## src/rtl/serial_adder_n.sv

```systemverilog
// serial_adder_n: bit-serial adder/subtractor, one bit per clock, LSB first.
// A single full-adder cell plus a carry flop walks through WIDTH bits under a
// start/busy/done handshake. Results appear on sum/cout/overflow only at
// completion and hold until the next completion.
module serial_adder_n #(
  parameter int WIDTH = 4
) (
  input  logic             Clock,
  input  logic             Resetn,
  input  logic             start,
  input  logic [WIDTH-1:0] A,
  input  logic [WIDTH-1:0] B,
  input  logic             cin,
  input  logic             sub,
  output logic             busy,
  output logic             done,
  output logic [WIDTH-1:0] sum,
  output logic             cout,
  output logic             overflow
);

  localparam int CW = (WIDTH > 1) ? $clog2(WIDTH) : 1;
  localparam logic [CW-1:0] LAST  = CW'(WIDTH - 1);
  localparam logic [CW-1:0] PENUL = CW'(WIDTH - 2);

  typedef enum logic [1:0] {
    IDLE,
    RUN,
    DONE
  } state_t;

  state_t           state_q;
  state_t           state_d;

  logic [WIDTH-1:0] a_sh;
  logic [WIDTH-1:0] b_sh;
  logic [WIDTH-1:0] res_sh;
  logic             carry;
  logic [CW-1:0]    cnt;
  logic             msb_cin;

  logic             load;
  logic             last;
  logic             s_bit;
  logic             carry_n;

  assign last = (cnt == LAST);

  // State register; reset aborts any operation in flight.
  always_ff @(posedge Clock or negedge Resetn) begin
    if (!Resetn) begin
      state_q <= IDLE;
    end else begin
      state_q <= state_d;
    end
  end

  // Next-state and handshake decode; start is honoured in IDLE and DONE only.
  always_comb begin
    state_d = state_q;
    busy    = 1'b0;
    done    = 1'b0;
    load    = 1'b0;
    case (state_q)
      IDLE: begin
        if (start) begin
          load    = 1'b1;
          state_d = RUN;
        end
      end
      RUN: begin
        busy = 1'b1;
        if (last) begin
          state_d = DONE;
        end
      end
      DONE: begin
        done = 1'b1;
        if (start) begin
          load    = 1'b1;
          state_d = RUN;
        end else begin
          state_d = IDLE;
        end
      end
      default: begin
        state_d = IDLE;
      end
    endcase
  end

  // The single full-adder cell operating on the current LSBs.
  always_comb begin
    s_bit   = a_sh[0] ^ b_sh[0] ^ carry;
    carry_n = (a_sh[0] & b_sh[0]) | (a_sh[0] & carry) | (b_sh[0] & carry);
  end

  // Operand capture, serial shifting and result publication.
  always_ff @(posedge Clock or negedge Resetn) begin
    if (!Resetn) begin
      a_sh     <= '0;
      b_sh     <= '0;
      res_sh   <= '0;
      carry    <= 1'b0;
      cnt      <= '0;
      msb_cin  <= 1'b0;
      sum      <= '0;
      cout     <= 1'b0;
      overflow <= 1'b0;
    end else if (load) begin
      // Subtraction is A + ~B + 1, so cin is irrelevant when sub is set.
      a_sh  <= A;
      b_sh  <= sub ? ~B : B;
      carry <= sub ? 1'b1 : cin;
      cnt   <= '0;
    end else if (busy) begin
      a_sh   <= {1'b0, a_sh[WIDTH-1:1]};
      b_sh   <= {1'b0, b_sh[WIDTH-1:1]};
      res_sh <= {s_bit, res_sh[WIDTH-1:1]};
      carry  <= carry_n;
      cnt    <= cnt + CW'(1);
      if (cnt == PENUL) begin
        msb_cin <= carry_n;
      end
      if (last) begin
        sum      <= {s_bit, res_sh[WIDTH-1:1]};
        cout     <= carry_n;
        overflow <= msb_cin ^ carry_n;
      end
    end
  end

endmodule

```

## config.mk

```make
export PLATFORM = sky130hd
export DESIGN_NAME = serial_adder_n
export DESIGN_NICKNAME = d
export VERILOG_FILES = /design/src/rtl/serial_adder_n.sv
export SDC_FILE = /design/constraint.sdc
export NUM_CORES = 1
export LEC_CHECK = 0
export BUFFER_PORTS_ARGS = -buffer_cell sky130_fd_sc_hd__buf_2
export CAP_MARGIN = 0
export CORE_MARGIN = 2
export CORE_UTILIZATION = 56
export CTS_CLUSTER_DIAMETER = 150
export DETAILED_ROUTE_END_ITERATION = 8
export GPL_TIMING_DRIVEN = 0
export PLACE_DENSITY_LB_ADDON = 0.2
export SLEW_MARGIN = 20
export SYNTH_ARGS = -nofsm -noshare
export SYNTH_HDL_FRONTEND = slang
export SYNTH_SLANG_ARGS = --single-unit
```

## constraint.sdc

```tcl
create_clock -name Clock -period 3.12 [get_ports Clock]
set_clock_uncertainty 0.05 [all_clocks]
set_input_delay 0.624 -clock Clock [delete_from_list [all_inputs] [get_ports Clock]]
set_output_delay 0.624 -clock Clock [all_outputs]
set_load 0.03 [all_outputs]
```

==> impl_results.html <==
<table>
<tr><th>Metric</th><th>Value</th></tr>
<tr><th colspan="2">Pwr</th></tr>
<tr><td>Net switching fraction of the power</td><td>0.4164</td></tr>
<tr><td>Sw Pwr</td><td>531.6 µW</td></tr>
<tr><td>Combinational group share of total power</td><td>0.478</td></tr>
<tr><td>Power Internal</td><td>745.0 µW</td></tr>
<tr><td>Sequential cell fraction of total power</td><td>0.413</td></tr>
<tr><td>Pwr per Cell Area</td><td>1072 nW/µm²</td></tr>
<tr><td>Leak pwr</td><td>0.0005999 µW</td></tr>
<tr><td>Maximum vdd drop</td><td>0.5332 mV</td></tr>
<tr><td>Clk pwr share</td><td>0.109</td></tr>
<tr><th colspan="2">STA</th></tr>
<tr><td>Fmax</td><td>482.1 MHz</td></tr>
<tr><td>Transition time at the pin with the least slew margin</td><td>0.4954 ns</td></tr>
<tr><td>Final worst path period share</td><td>0.6649</td></tr>
<tr><td>Max-slew violation count</td><td>0</td></tr>
<tr><td>WHS</td><td>0.1964 ns</td></tr>
<tr><td>Final setup violation count</td><td>0</td></tr>
<tr><td>Sum of negative setup slack</td><td>0 ns</td></tr>
<tr><td>Number of hold violations in the final report</td><td>0</td></tr>
<tr><td>Final critical-path required period</td><td>2.074 ns</td></tr>
<tr><td>Final Worst Setup Slack</td><td>1.046 ns</td></tr>
<tr><td>Max-slew headroom</td><td>0.6698</td></tr>
<tr><td>Unrepaired setup endpoints after global routing</td><td>no</td></tr>
<tr><th colspan="2">Clocking</th></tr>
<tr><td>Number of buffers added by the clock tree synthesis step</td><td>3</td></tr>
<tr><td>CTS root buf</td><td>clkbuf_4</td></tr>
<tr><td>Clock input transition at the sequential cells of the worst setup and hold paths</td><td>0.13 ns</td></tr>
<tr><td>Clock latency on the worst-skew pair</td><td>0.32 ns</td></tr>
<tr><td>Longest Clk Path Bufs</td><td>2</td></tr>
<tr><td>Clock net sink count</td><td>23</td></tr>
<tr><td>TritonCTS clock tree</td><td>yes</td></tr>
<tr><td>H-tree levels</td><td>1</td></tr>
<tr><td>Hold buffer count at cts</td><td>0</td></tr>
<tr><td>Total of cells resized after clock tree synthesis</td><td>0</td></tr>
<tr><td>Buffers inserted by post-CTS timing repair</td><td>0</td></tr>
<tr><th colspan="2">Min path</th></tr>
<tr><td>Kind of path behind the tightest hold check</td><td>primary input to async pin</td></tr>
<tr><th colspan="2">Finish</th></tr>
<tr><td>Area taken by flip-flops and latches</td><td>575.6 µm²</td></tr>
<tr><td>Fill cell total of the finished layout</td><td>140</td></tr>
<tr><td>Antenna diode count</td><td>0</td></tr>
<tr><td>Layout cell share with drive strength beyond 1</td><td>0.3276</td></tr>
<tr><td>Area Overhead vs Synth</td><td>14.84%</td></tr>
<tr><td>Post-route core utilization</td><td>0.6899</td></tr>
<tr><td>Multi-input logic area</td><td>419.2 µm²</td></tr>
<tr><td>Number of nets in the finished design</td><td>133</td></tr>
<tr><td>Area of all placed cells without fillers</td><td>1191 µm²</td></tr>
<tr><th colspan="2">Floorplan</th></tr>
<tr><td>Die Height</td><td>47.04 µm</td></tr>
<tr><td>Area of the core</td><td>1727 µm²</td></tr>
<tr><td>Area of the die</td><td>2212 µm²</td></tr>
<tr><td>Top-Level Pins</td><td>21</td></tr>
<tr><td>FP Rows</td><td>15</td></tr>
<tr><td>Die outline width</td><td>47.04 µm</td></tr>
<tr><td>Effective utilization at floorplan</td><td>0.6007</td></tr>
<tr><th colspan="2">Synthesis</th></tr>
<tr><td>Ys async rst share</td><td>1.000</td></tr>
<tr><td>Sequential element share of the synthesized area</td><td>0.5549</td></tr>
<tr><td>Area contributors post-synth</td><td>dfrtp_1, nand2_1, mux2_2, nor2_1, xor2_1</td></tr>
<tr><td>Number of storage elements in the synthesis netlist</td><td>23</td></tr>
<tr><td>Cell area after synthesis</td><td>1037 µm²</td></tr>
<tr><td>Netlist cell types</td><td>30</td></tr>
<tr><td>Synthesized net count</td><td>109</td></tr>
<tr><td>Largest area contributor in the netlist</td><td>dfrtp_1</td></tr>
<tr><td>Count of mapped cells out of synthesis</td><td>93</td></tr>
<tr><td>Share of Yosys cell area claimed by the top area cell type</td><td>0.5549</td></tr>
<tr><td>Yosys warnings</td><td>0</td></tr>
<tr><td>Synth Flop Type</td><td>dfrtp_1</td></tr>
<tr><td>Average footprint of a synthesized cell</td><td>11.15 µm²</td></tr>
<tr><td>Number of flops mapped to enable cells by yosys</td><td>0</td></tr>
<tr><th colspan="2">Routing</th></tr>
<tr><td>Detailed-route vias per instance</td><td>5.099</td></tr>
<tr><td>Total number of vias</td><td>719</td></tr>
<tr><td>Detailed-route wire length per cell</td><td>12.62 µm</td></tr>
<tr><td>Antenna viol nets, final</td><td>0</td></tr>
<tr><td>1st-iter DRT viols</td><td>5</td></tr>
<tr><td>First-pass iteration count of the detailed router</td><td>4</td></tr>
<tr><td>WL final</td><td>1.779 mm</td></tr>
<tr><td># DRC</td><td>0</td></tr>
<tr><th colspan="2">Worst setup path</th></tr>
<tr><td>Register-to-Register Path Depth</td><td>2</td></tr>
<tr><td>CP arrival</td><td>1.40 ns</td></tr>
<tr><td>Setup slack of the worst register-to-register path</td><td>1.72 ns</td></tr>
<tr><td>Endpoint of the worst setup timing path</td><td>busy</td></tr>
<tr><td>Worst setup path category</td><td>flop to output pin</td></tr>
<tr><td>Critical R2R Capture</td><td>carry$_DFFE_PN0P_</td></tr>
<tr><td>Worst-path cell with the longest stage delay</td><td>dfrtp_1</td></tr>
<tr><td>CP Cell Sequence</td><td>nand2b_2 -&gt; inv_4 -&gt; buf_6 -&gt; buf_2</td></tr>
<tr><td>Critical path startpoint</td><td>state_q[1]$_DFFE_PN0P_</td></tr>
<tr><td>Worst Setup Start Kind</td><td>flop</td></tr>
<tr><td>Delay of the slowest critical-path stage</td><td>0.41 ns</td></tr>
<tr><td>Nature of the critical path endpoint</td><td>output pin</td></tr>
<tr><td>Required arrival time at the worst endpoint</td><td>2.45 ns</td></tr>
<tr><td>Maximum fanout count along the critical path</td><td>10</td></tr>
<tr><td>Worst R2R Start</td><td>a_sh[0]$_DFFE_PN0P_</td></tr>
<tr><th colspan="2">Global routing</th></tr>
<tr><td>Largest net degree at the start of global routing</td><td>24</td></tr>
<tr><td>Vias in the first global route</td><td>698</td></tr>
<tr><td>GRT overflow</td><td>0</td></tr>
<tr><td>First-pass GRT wire length</td><td>3.105 mm</td></tr>
<tr><td>GRT Resource Usage Total</td><td>0.2024</td></tr>
<tr><td>Antenna violations before repair</td><td>0</td></tr>
<tr><th colspan="2">Run</th></tr>
<tr><td>Max-cap violations</td><td>0</td></tr>
<tr><th colspan="2">Placed design</th></tr>
<tr><td>Routability Congestion</td><td>0.7529</td></tr>
<tr><td>Port Buf Inserts</td><td>19</td></tr>
<tr><td>Instance area after placement</td><td>1164 µm²</td></tr>
<tr><td>DP HPWL</td><td>1.329 mm</td></tr>
<tr><td>Pre-CTS worst setup slack</td><td>1.434 ns</td></tr>
<tr><th colspan="2">Status</th></tr>
<tr><td>Outcome</td><td>complete, no violations</td></tr>
</table>
## metal layers
| metal | GRT usage | wire length [µm] |
|---|---|---|
| met5 | 0 | 0 |
| met4 | 0.06667 | 25 |
| met3 | 0.03462 | 63 |
| met2 | 0.3534 | 862 |
| met1 | 0.2543 | 827 |
## worst min path at each step
stage / start / end / slack [ns]
6_report: Resetn / sum[2]$_DFFE_PN0P_ / 0.20
5_1_grt: Resetn / res_sh[3]$_DFFE_PN0P_ / 0.24
4_1_cts: Resetn / sum[2]$_DFFE_PN0P_ / 0.23
3_5_place_dp: res_sh[1]$_DFFE_PN0P_ / res_sh[1]$_DFFE_PN0P_ / 0.42
3_3_place_gp: res_sh[1]$_DFFE_PN0P_ / res_sh[1]$_DFFE_PN0P_ / 0.40
2_1_floorplan: Resetn / a_sh[0]$_DFFE_PN0P_ / 0.28
## per-stage QoR
stage,total power [µW],cells
3_3_place_gp,1124,137
2_1_floorplan,996.8,93
3_5_place_dp,1152,137
4_1_cts,1287,141
5_1_grt,1385,141
6_report,1277,141
## layout by cell type, fill, tap and decap left out, drive strengths merged
master,instances
dfrtp,23
buf,23
nand2,20
nor2,8
mux2,6
a31oi,3
xor2,3
o21ai,3
clkbuf,3
inv,3
nand3,2
xnor2,2
a221o,2
ha,2
nand2b,2
nor2b,1
o22ai,1
and2b,1
nor3,1
a22oi,1
nand3b,1
a21oi,1
a22o,1
o2bb2ai,1
fa,1
clkinv,1
## logic make-up after synthesis
kind of cell / Yosys count / synth area share
and+or+nand+nor: 36 / 0.1629
DFF: 23 / 0.5549
AOI/OAI and AO/OA: 13 / 0.08686
buffers and inverters: 7 / 0.04102
muxes: 6 / 0.06875
xor gates and xnor gates: 5 / 0.04223
adders and majority gates: 3 / 0.04342
## power by group through the flow
| stage | registers [µW] | logic, µW | clock network (µW) |
|---|---|---|---|
| 2_1_floorplan | 587 | 410 | 0 |
| 3_3_place_gp | 527 | 597 | 0 |
| 3_5_place_dp | 536 | 617 | 0 |
| 4_1_cts | 529 | 619 | 139 |
| 5_1_grt | 550 | 684 | 151 |
| 6_report | 528 | 610 | 139 |
## cells in the mapped netlist, drive strengths merged, types with 2 or more instances
| master | number |
|---|---|
| a221o | 2 |
| a31oi | 3 |
| buf | 4 |
| dfrtp | 23 |
| ha | 2 |
| inv | 3 |
| mux2 | 6 |
| nand2 | 20 |
| nand2b | 2 |
| nand3 | 2 |
| nor2 | 8 |
| o21ai | 3 |
| xnor2 | 2 |
| xor2 | 3 |
## area by class of cell
| type | count | area share |
|---|---|---|
| clock inverters | 1 | 0.004202 |
| well taps | 25 | 0.02626 |
| plain buffers | 4 | 0.02416 |
| multi-input cells | 63 | 0.3519 |
| repair buffers | 19 | 0.07983 |
| inverters | 3 | 0.01155 |
| flip-flops and latches | 23 | 0.4832 |
| clock buffers | 3 | 0.01891 |
## worst max-delay path: cells and delay by family (launching register included)
| family | cells | cell delay (ns) |
|---|---|---|
| buffers and inverters | 3 | 0.44 |
| DFF | 1 | 0.41 |
| and+or+nand+nor | 1 | 0.22 |
## flip-flops by register name, summed over array words and instances (netlist names)
signal / count
a_sh: 4
cnt: 2
state_q: 2
carry: 1
msb_cin: 1
res_sh: 3
sum: 4
overflow: 1
cout: 1
b_sh: 4
Note: power is estimated with default switching activity, not from simulation.
